`src/rtl/seq_pkg.sv`:
```
// Shared encodings for the state sequencer: traversal modes and ping-pong direction.
package seq_pkg;

  localparam logic [1:0] MODE_LOOP_UP = 2'b00;
  localparam logic [1:0] MODE_LOOP_DN = 2'b01;
  localparam logic [1:0] MODE_PING    = 2'b10;
  localparam logic [1:0] MODE_ONESHOT = 2'b11;

  localparam logic DIR_UP = 1'b0;
  localparam logic DIR_DN = 1'b1;

endpackage

```
`src/rtl/dwell_timer.sv`:
```
// Per-state dwell counter; expires when the count reaches the live iDwell value.
module dwell_timer #(
  parameter int DWELL_W = 8
) (
  input  logic               iClk,
  input  logic               iRst_n,
  input  logic               iClear,
  input  logic               iEnable,
  input  logic [DWELL_W-1:0] iDwell,
  output logic               oExpire
);

  logic [DWELL_W-1:0] countR;

  assign oExpire = (countR == iDwell) && iEnable;

  // Counter: clear wins, expiry restarts the dwell, a lowered iDwell just lets it wrap.
  always_ff @(posedge iClk or negedge iRst_n) begin
    if (!iRst_n) begin
      countR <= DWELL_W'(0);
    end else if (iClear) begin
      countR <= DWELL_W'(0);
    end else if (oExpire) begin
      countR <= DWELL_W'(0);
    end else if (iEnable) begin
      countR <= countR + DWELL_W'(1);
    end else begin
      countR <= countR;
    end
  end

endmodule

```
`src/rtl/state_sequencer.sv`:
```
// Parametrised state sequencer with programmable dwell and four traversal modes.
module state_sequencer
  import seq_pkg::*;
#(
  parameter int NUM_STATES = 3,
  parameter int STATE_W    = (NUM_STATES > 1) ? $clog2(NUM_STATES) : 1,
  parameter int DWELL_W    = 8
) (
  input  logic                  iClk,
  input  logic                  iRst_n,
  input  logic                  iRestart,
  input  logic                  iPause,
  input  logic [1:0]            iMode,
  input  logic [DWELL_W-1:0]    iDwell,
  output logic [STATE_W-1:0]    oValorEstado,
  output logic [NUM_STATES-1:0] oOneHot,
  output logic                  oWrap,
  output logic                  oDone
);

  localparam logic [STATE_W-1:0]    LAST     = STATE_W'(NUM_STATES - 1);
  localparam logic [NUM_STATES-1:0] ONE_HOT0 = NUM_STATES'(1);

  logic                  expire;
  logic                  dirR;
  logic                  dirNxt;
  logic                  doneNxt;
  logic                  wrapNxt;
  logic [STATE_W-1:0]    stateNxt;
  logic [NUM_STATES-1:0] oneHotNxt;

  // Once one-shot is done the counter stops so no further expiry can occur.
  dwell_timer #(.DWELL_W(DWELL_W)) uTimer (
    .iClk    (iClk),
    .iRst_n  (iRst_n),
    .iClear  (iRestart),
    .iEnable (!iPause && !oDone),
    .iDwell  (iDwell),
    .oExpire (expire)
  );

  // Next-state, direction, done and wrap decisions.
  always_comb begin
    stateNxt = oValorEstado;
    dirNxt   = dirR;
    doneNxt  = oDone;
    wrapNxt  = 1'b0;
    if (iRestart) begin
      stateNxt = STATE_W'(0);
      dirNxt   = DIR_UP;
      doneNxt  = 1'b0;
    end else if (iPause) begin
      stateNxt = oValorEstado;
    end else begin
      if (iMode != MODE_PING) begin
        dirNxt = DIR_UP;
      end else begin
        dirNxt = dirR;
      end
      if (expire) begin
        case (iMode)
          MODE_LOOP_UP: begin
            if (oValorEstado == LAST) begin
              stateNxt = STATE_W'(0);
              wrapNxt  = 1'b1;
            end else begin
              stateNxt = oValorEstado + STATE_W'(1);
            end
          end
          MODE_LOOP_DN: begin
            if (oValorEstado == STATE_W'(0)) begin
              stateNxt = LAST;
              wrapNxt  = 1'b1;
            end else begin
              stateNxt = oValorEstado - STATE_W'(1);
            end
          end
          MODE_PING: begin
            // Turn around at either end without repeating the endpoint.
            if (dirR == DIR_UP) begin
              if (oValorEstado == LAST) begin
                stateNxt = (NUM_STATES > 1) ? LAST - STATE_W'(1) : STATE_W'(0);
                dirNxt   = DIR_DN;
              end else begin
                stateNxt = oValorEstado + STATE_W'(1);
                dirNxt   = DIR_UP;
              end
            end else begin
              if (oValorEstado == STATE_W'(0)) begin
                stateNxt = (NUM_STATES > 1) ? STATE_W'(1) : STATE_W'(0);
                dirNxt   = DIR_UP;
              end else begin
                stateNxt = oValorEstado - STATE_W'(1);
                dirNxt   = DIR_DN;
              end
            end
            wrapNxt = (stateNxt == STATE_W'(0));
          end
          MODE_ONESHOT: begin
            if (oValorEstado == LAST) begin
              doneNxt = 1'b1;
            end else begin
              stateNxt = oValorEstado + STATE_W'(1);
            end
          end
          default: begin
            stateNxt = oValorEstado;
          end
        endcase
      end else begin
        stateNxt = oValorEstado;
      end
    end
    oneHotNxt = ONE_HOT0 << stateNxt;
  end

  // Output and direction registers.
  always_ff @(posedge iClk or negedge iRst_n) begin
    if (!iRst_n) begin
      oValorEstado <= STATE_W'(0);
      oOneHot      <= ONE_HOT0;
      oWrap        <= 1'b0;
      oDone        <= 1'b0;
      dirR         <= DIR_UP;
    end else begin
      oValorEstado <= stateNxt;
      oOneHot      <= oneHotNxt;
      oWrap        <= wrapNxt;
      oDone        <= doneNxt;
      dirR         <= dirNxt;
    end
  end

endmodule

```
`config.mk`:
```
export PLATFORM = sky130hd
export DESIGN_NAME = state_sequencer
export DESIGN_NICKNAME = d
export VERILOG_FILES = /design/src/rtl/seq_pkg.sv /design/src/rtl/dwell_timer.sv /design/src/rtl/state_sequencer.sv
export SDC_FILE = /design/constraint.sdc
export NUM_CORES = 1
export LEC_CHECK = 0
export BUFFER_PORTS_ARGS = -buffer_cell sky130_fd_sc_hd__buf_2
export CAP_MARGIN = 20
export CORE_MARGIN = 3
export CORE_UTILIZATION = 52
export CTS_BUF_LIST = sky130_fd_sc_hd__clkbuf_4 sky130_fd_sc_hd__clkbuf_8
export CTS_CLUSTER_SIZE = 12
export DETAILED_ROUTE_END_ITERATION = 6
export HOLD_SLACK_MARGIN = 0.02
export PLACE_DENSITY_LB_ADDON = 0.05
export SLEW_MARGIN = 20
export SYNTH_ARGS = -nofsm -noshare
export SYNTH_HDL_FRONTEND = slang
export SYNTH_SLANG_ARGS = --single-unit
export TNS_END_PERCENT = 30
```
`constraint.sdc`:
```
create_clock -name iClk -period 2.1 [get_ports iClk]
set_clock_uncertainty 0.15 [all_clocks]
set_input_delay 0.105 -clock iClk [delete_from_list [all_inputs] [get_ports iClk]]
set_output_delay 0.105 -clock iClk [all_outputs]
set_load 0.05 [all_outputs]
```
==> results of run 1 <==
==> where the power goes <==
group	switching (mW)	total, mW	internal, mW
sequential	0.00516	0.317	0.312
clock	0.0996	0.186	0.0868
combinational	0.0426	0.0784	0.0358
total	0.147	0.582	0.435
==> cell type report <==
class,count,area [um2]
clock buffers,4,30.0
multi-input cells,84,611
well taps,25,31.3
inverters,5,18.8
flip-flops and latches,16,404
fillers,152,591
repair buffers,24,135
==> registers in the layout (all words and copies together), names as in the netlist <==
signal         flops
uTimer.countR      8
oOneHot            3
oValorEstado       2
dirR               1
oDone              1
oWrap              1
==> Yosys cell counts (all sizes together), types with 2 or more instances <==
| cell | instances |
|---|---|
| buf | 3 |
| o21ai | 5 |
| mux2i | 3 |
| or3 | 2 |
| inv | 5 |
| nand3 | 2 |
| o21bai | 2 |
| nand4 | 4 |
| and2b | 2 |
| mux2 | 2 |
| a21oi | 5 |
| nand2 | 10 |
| xor2 | 4 |
| nor2 | 12 |
| dfrtp | 15 |
| nor3b | 2 |
| ha | 7 |
| a41oi | 2 |
| xnor2 | 10 |
==> layer usage <==
metal	GRT usage (%)	vias up	share of wire (%)
met4	8.07	0	1.5
met3	3.50	5	6.4
li1	-	431	-
met2	29.2	31	45
met5	0	-	0
met1	26.2	408	47
==> stage by stage <==
step / utilization [%] / setup WS [ns]
floorplan: - / 0.0196
global placement: 64.8 / 0.197
detailed placement: 64.8 / 0.126
CTS: 67.6 / 0.102
global route: 67.6 / 0.0150
finish: 67.6 / 0.0868
==> logic make-up after synthesis <==
logic type,Yosys count,share of synthesized area (%)
buf+inv,8,4.03
fa+ha+maj,7,8.30
xor+xnor,14,11.6
simple gates,39,20.4
flops,16,38.1
compound gates,19,12.2
mux,5,5.34
==> repair_timing <==
action / in CTS / in global routing
hold endpoints to repair: 21 / 0
hold buffers: 2 / 0
endpoints found under the setup margin: 0 / 0
==> path summary, 6_finish.rpt <==
path	endpoint	startpoint	slack, ns
max	oOneHot[0]$_DFF_PN1_	oValorEstado[1]$_DFF_PN0_	0.09
max reg2reg	oOneHot[0]$_DFF_PN1_	oValorEstado[1]$_DFF_PN0_	0.09
min in group asynchronous	uTimer.countR[5]$_DFFE_PN0P_	iRst_n	0.08
max in group asynchronous	oOneHot[0]$_DFF_PN1_	iRst_n	1.41
min reg2reg	uTimer.countR[7]$_DFFE_PN0P_	uTimer.countR[7]$_DFFE_PN0P_	0.43
min	oDone$_DFFE_PN0P_	iMode[1]	0.05
==> worst reg2reg max path: stages, from the launching register on <==
cell and delay [ns]:
dfrtp_2 0.43, inv_1 0.13, ha_1 0.34, nor2b_4 0.05, o21bai_1 0.15, o221a_1 0.30
mux2_4 0.28, a21oi_2 0.12
==> flow_metrics.env, run 1 <==
export IMPL_placedCellCount=152
export IMPL_synth_seq_cells=16
export IMPL_worst_slew_pin_slew_ns=0.385
export IMPL_first_global_vias=822
export IMPL_port_buffer_count=20
export IMPL_crit_fanout=7
export IMPL_core_area_um2=1820
export IMPL_fin_nets=155
export IMPL_place_area_um2=1180
export IMPL_yosysWarnings=0
export IMPL_die_y_um=51.0
export IMPL_ir_drop_v=0.000469
export IMPL_io_pins=21
export IMPL_cts_buffers=3
export IMPL_htree_levels=1
export IMPL_arrival_ns=2.09
export IMPL_clk_path_buf_depth=2
export IMPL_worstSetupPathDepth=7
export IMPL_num_rows=15
export IMPL_p_leak_nw=0.567
export IMPL_layout_cells_most_common_list="buf_2, dfrtp_1, nor2_1"
export IMPL_endpoint_kind="flop"
export IMPL_syn_area_um2=1050
export IMPL_whs_ns=0.0485
export IMPL_ant_nets=0
export IMPL_startpoint_type="flop"
export IMPL_die_x_um=51.0
export IMPL_path_clk_slew_ns=0.10
export IMPL_start_util_pct=57.9
export IMPL_max_slew_margin_rel_pct=74.3
export IMPL_cp_required_ns=2.18
export IMPL_finalNonFillerCells=158
export IMPL_post_cts_resized=0
export IMPL_maxSlewViolCount=0
export IMPL_setup_viol_count_final=0
export IMPL_antenna_cells=0
export IMPL_drc=0
export IMPL_grt_pass1_wl_um=3680
export IMPL_p_per_area_nw_per_um2=473
export IMPL_crit_family="compound AO/OA/AOI/OAI gates"
export IMPL_synthFlopType="dfrtp_1"
export IMPL_firstDrtPassIters=5
export IMPL_slowest_delay_ns=0.43
export IMPL_postCtsSetupBuffers=0
export IMPL_synthTopCellsByArea="dfrtp_1, ha_1, xnor2_1"
export IMPL_drt_initial_drc_count=16
export IMPL_wl_per_cell_um=13.8
export IMPL_synthCells=108
export IMPL_clkSinkCount=16
export IMPL_tritoncts="built"
export IMPL_cp_buffers_inverters=1
export IMPL_grt_max_degree=17
export IMPL_synth_top_area_cell="dfrtp_1"
export IMPL_setup_tns_ns=0
export IMPL_holdPathStages=3
export IMPL_critPathKind="flop to flop"
export IMPL_fmax_mhz=497
export IMPL_hpwl_um=1640
export IMPL_rr_worst_depth=7
export IMPL_synth_top_area_share_pct=35.6
export IMPL_clkLatencyLatePin_ns=0.29
export IMPL_cpMaxStageDelayCell="dfrtp_2"
export IMPL_outcome="completed"
export IMPL_synth_edff_count=0
export IMPL_dieArea_um2=2600
export IMPL_grtUsageTotal_pct=19.1
export IMPL_rsz0062_at_grt="no"
export IMPL_drive_above_1_share_pct=27.8
export IMPL_fin_crit_sh_pct=95.9
export IMPL_mostFrequentLayoutCell="buf_2"
export IMPL_gp_congestion=0.856
export IMPL_hold_viol=0
export IMPL_worstPathCellList="inv_1 > ha_1 > nor2b_4 > o21bai_1 > o221a_1 > mux2_4 > a21oi_2"
export IMPL_synth_cell_type_count=36
export IMPL_via_count=875
export IMPL_post_synth_cell_area_avg_um2=9.77
export IMPL_vias_per_cell=5.54
export IMPL_synthesis_nets=129
export IMPL_min_path_type="input pin to flop"
export IMPL_cap_violations=0
export IMPL_wirelength_um=2180
export IMPL_p_total_mw=0.582
export IMPL_cts_root_buf="clkbuf_4"
export IMPL_period_needed_ns=2.01
export IMPL_final_area_um2=1230
export IMPL_async_flop_share_pct=100
export IMPL_ys_seq_area_share_pct=38.1
export IMPL_antenna_found_initial=0
export IMPL_synthToLayoutAreaGrowth_pct=16.6
export IMPL_overflow=0
Note: power is estimated with default switching activity, not from simulation.
==> run 2, diff against run 1 <==
--- a/config.mk
+++ b/config.mk
@@ -17,5 +17,6 @@
 export SLEW_MARGIN = 20
 export SYNTH_ARGS = -nofsm -noshare
 export SYNTH_HDL_FRONTEND = slang
+export SYNTH_HIERARCHICAL = 1
 export SYNTH_SLANG_ARGS = --single-unit
 export TNS_END_PERCENT = 30
==> run 2 against run 1 <==
Combinational power grew 10%. Critical path type unchanged. Hold slack worse by 0.0028 ns. Global-route usage hardly changed. Highest routed layer unchanged. Maximum frequency increased by 1.6%. Final cell count stayed put. Core utilization increased by 3.8 points. Worst setup slack better by 0.031 ns. Clock power barely moved. Critical endpoint is now oOneHot[1]$_DFF_PN0_.
==> flow_metrics.env, run 2 <==
export IMPL_outcome="completed"
export IMPL_pwr_share_comb_pct=14.7
export IMPL_via_count=909
export IMPL_cts_root_buf="clkbuf_4"
export IMPL_layout_cells_most_common_list="buf_2, dfrtp_1, xnor2_1"
export IMPL_synth_edff_count=0
export IMPL_clkSinkCount=16
export IMPL_overflow=0
export IMPL_p_total_mw=0.588
export IMPL_final_area_um2=1310
export IMPL_critPathKind="flop to flop"
export IMPL_placedCellCount=150
export IMPL_synth_cell_type_count=46
export IMPL_cp_required_ns=2.18
export IMPL_core_area_um2=1840
export IMPL_fin_nets=154
export IMPL_hpwl_um=1660
export IMPL_num_rows=15
export IMPL_synth_seq_cells=16
export IMPL_endpoint_kind="flop"
export IMPL_wl_per_cell_um=14.1
export IMPL_internal_power_mw=0.437
export IMPL_syn_area_um2=1090
export IMPL_synth_most_common_cell="dfrtp_1"
export IMPL_crit_fanout=5
export IMPL_die_y_um=51.7
export IMPL_p_per_area_nw_per_um2=448
export IMPL_gp_congestion=0.875
export IMPL_yosysWarnings=6
export IMPL_switchingPower_mw=0.150
export IMPL_path_clk_slew_ns=0.10
export IMPL_htree_levels=1
export IMPL_antenna_cells=0
export IMPL_ys_seq_area_share_pct=36.9
export IMPL_grtUsageTotal_pct=19.1
export IMPL_synthFlopType="dfrtp_1"
export IMPL_post_synth_cell_area_avg_um2=10.5
export IMPL_clk_path_buf_depth=2
export IMPL_p_leak_nw=0.611
export IMPL_async_flop_share_pct=100
export IMPL_finalNonFillerCells=158
export IMPL_min_path_type="input pin to flop"
export IMPL_place_area_um2=1230
export IMPL_largest_reg_flops=8
export IMPL_synthTopCellsByArea="dfrtp_1, xnor2_1, ha_1"
export IMPL_startpoint_type="flop"
export IMPL_period_needed_ns=1.98
export IMPL_yosys_top_cells_count="dfrtp_1, xnor2_1, nand2_1, nor3_1, ha_1"
export IMPL_nFillCells=143
export IMPL_synthesis_nets=124
export IMPL_cts_buffers=3
export IMPL_antenna_found_initial=0
export IMPL_r2r_slack_ns=0.12
export IMPL_drc=0
export IMPL_setup_viol_count_final=0
export IMPL_clkLatencyLatePin_ns=0.29
export IMPL_die_x_um=51.7
export IMPL_worst_slew_pin_slew_ns=0.376
export IMPL_start_util_pct=59.1
export IMPL_grt_pass1_wl_um=3680
export IMPL_drt_initial_drc_count=22
export IMPL_max_slew_margin_rel_pct=74.9
export IMPL_first_global_vias=801
export IMPL_drive_above_1_share_pct=36.1
export IMPL_dieArea_um2=2680
export IMPL_synth_top_area_cell="dfrtp_1"
export IMPL_hold_viol=0
export IMPL_synthToLayoutAreaGrowth_pct=20.7
export IMPL_maxSlewViolCount=0
export IMPL_vias_per_cell=5.75
export IMPL_power_share_clock_pct=31.5
export IMPL_grt_max_degree=21
export IMPL_synth_top_area_share_pct=34.5
export IMPL_ir_drop_v=0.000408
export IMPL_tritoncts="built"
export IMPL_io_pins=21
export IMPL_mostFrequentLayoutCell="buf_2"
export IMPL_arrival_ns=2.06
export IMPL_synthCells=104
export IMPL_ant_nets=0
export IMPL_largest_register="uTimer/countR"
export IMPL_switching_share_pct=25.6
export IMPL_firstDrtPassIters=4
export IMPL_fmax_mhz=505
export IMPL_fin_crit_sh_pct=94.4
export IMPL_port_buffer_count=20
export IMPL_seq_power_share_pct=53.8
export IMPL_wirelength_um=2240
export IMPL_cap_violations=0
export IMPL_reg_top3="uTimer/countR: 8 flops, oOneHot: 3 flops, oValorEstado: 2 flops"
==> run 2: cell count changes after synthesis, moves of 3 or more <==
| cell | previous run | this run |
|---|---|---|
| o21ai_0 | 5 | 2 |
| nand2_1 | 10 | 7 |
| nand2b_1 | 0 | 3 |
| inv_1 | 5 | 2 |
| nor3_1 | 0 | 7 |
| nor2_1 | 11 | 5 |
==> run 2: timing repair <==
item	4_1_cts	5_1_grt
buffers inserted	0	2
hold buffers	2	0
setup endpoints to repair	0	3
gates resized for setup	0	4
hold endpoints to repair	17	0
==> run 2: path summary, 6_finish.rpt <==
path,startpoint,endpoint,depth (start not counted)
setup / recovery,uTimer/countR[3]$_DFFE_PN0P_,oOneHot[1]$_DFF_PN0_,7
hold / removal,iMode[1],oDone$_DFFE_PN0P_,3
setup reg to reg,uTimer/countR[3]$_DFFE_PN0P_,oOneHot[1]$_DFF_PN0_,7
hold reg to reg,oDone$_DFFE_PN0P_,oDone$_DFFE_PN0P_,2
max in group asynchronous,iRst_n,oOneHot[0]$_DFF_PN1_,2
min in group asynchronous,iRst_n,uTimer/countR[6]$_DFFE_PN0P_,2
==> run 2: cells by family (layout without fill, tap and decap cells) <==
group                      Yosys count  in the layout  synth area share [%]
adders and majority gates            6              6                  6.90
and+or+nand+nor                     37             37                  22.1
buffers and inverters                6             35                  2.65
xor gates and xnor gates            14             14                  11.3
DFF                                 16             16                  36.9
muxes                                2              2                  1.84
AOI/OAI and AO/OA                   23             23                  18.3
==> run 2: layout make-up <==
class	instances	area [um2]	share of cell area [%]
sequential	16	405	30.9
multi-input combinational	82	669	51.0
inverter	3	11.3	0.858
clock buffer	4	30.0	2.29
tap	25	31.3	2.38
timing repair buffer	28	165	12.6
==> run 2: metrics by stage <==
step	util (%)	hold slack, ns	setup WS, ns	TNS [ns]
final	71.4	0.0457	0.118	0
after global routing	71.4	0.0838	-0.00520	-0.00520
after CTS	69.7	0.0318	0.0195	0
after detailed placement	67.0	-0.117	0.0722	0
after global placement	67.0	-0.117	0.111	0
after floorplan	-	-0.341	0.0232	0
==> run 2: worst max-delay path: stages, from the launching register on <==
cell      delay, ns
dfrtp_1        0.47
xnor2_2        0.18
nand3_2        0.14
nor3_4         0.23
and2b_2        0.23
nor2_1         0.08
a311oi_4       0.24
o211a_1        0.19
==> run 2: power groups by stage <==
stage | Sequential (mW) | Combinational [mW] | Clock (mW)
finish | 0.316 | 0.0865 | 0.185
detailed placement | 0.322 | 0.0816 | 0
global route | 0.317 | 0.0936 | 0.209
global placement | 0.322 | 0.0807 | 0
floorplan | 0.322 | 0.0508 | 0
CTS | 0.316 | 0.0848 | 0.195
==> run 2: routing by layer <==
layer	part of all wire (%)	wire length [um]	track usage (%)
met4	2.3	51	10.9
met2	44	973	26.7
met5	0	0	0
met1	49	1100	27.0
met3	5.0	111	4.01
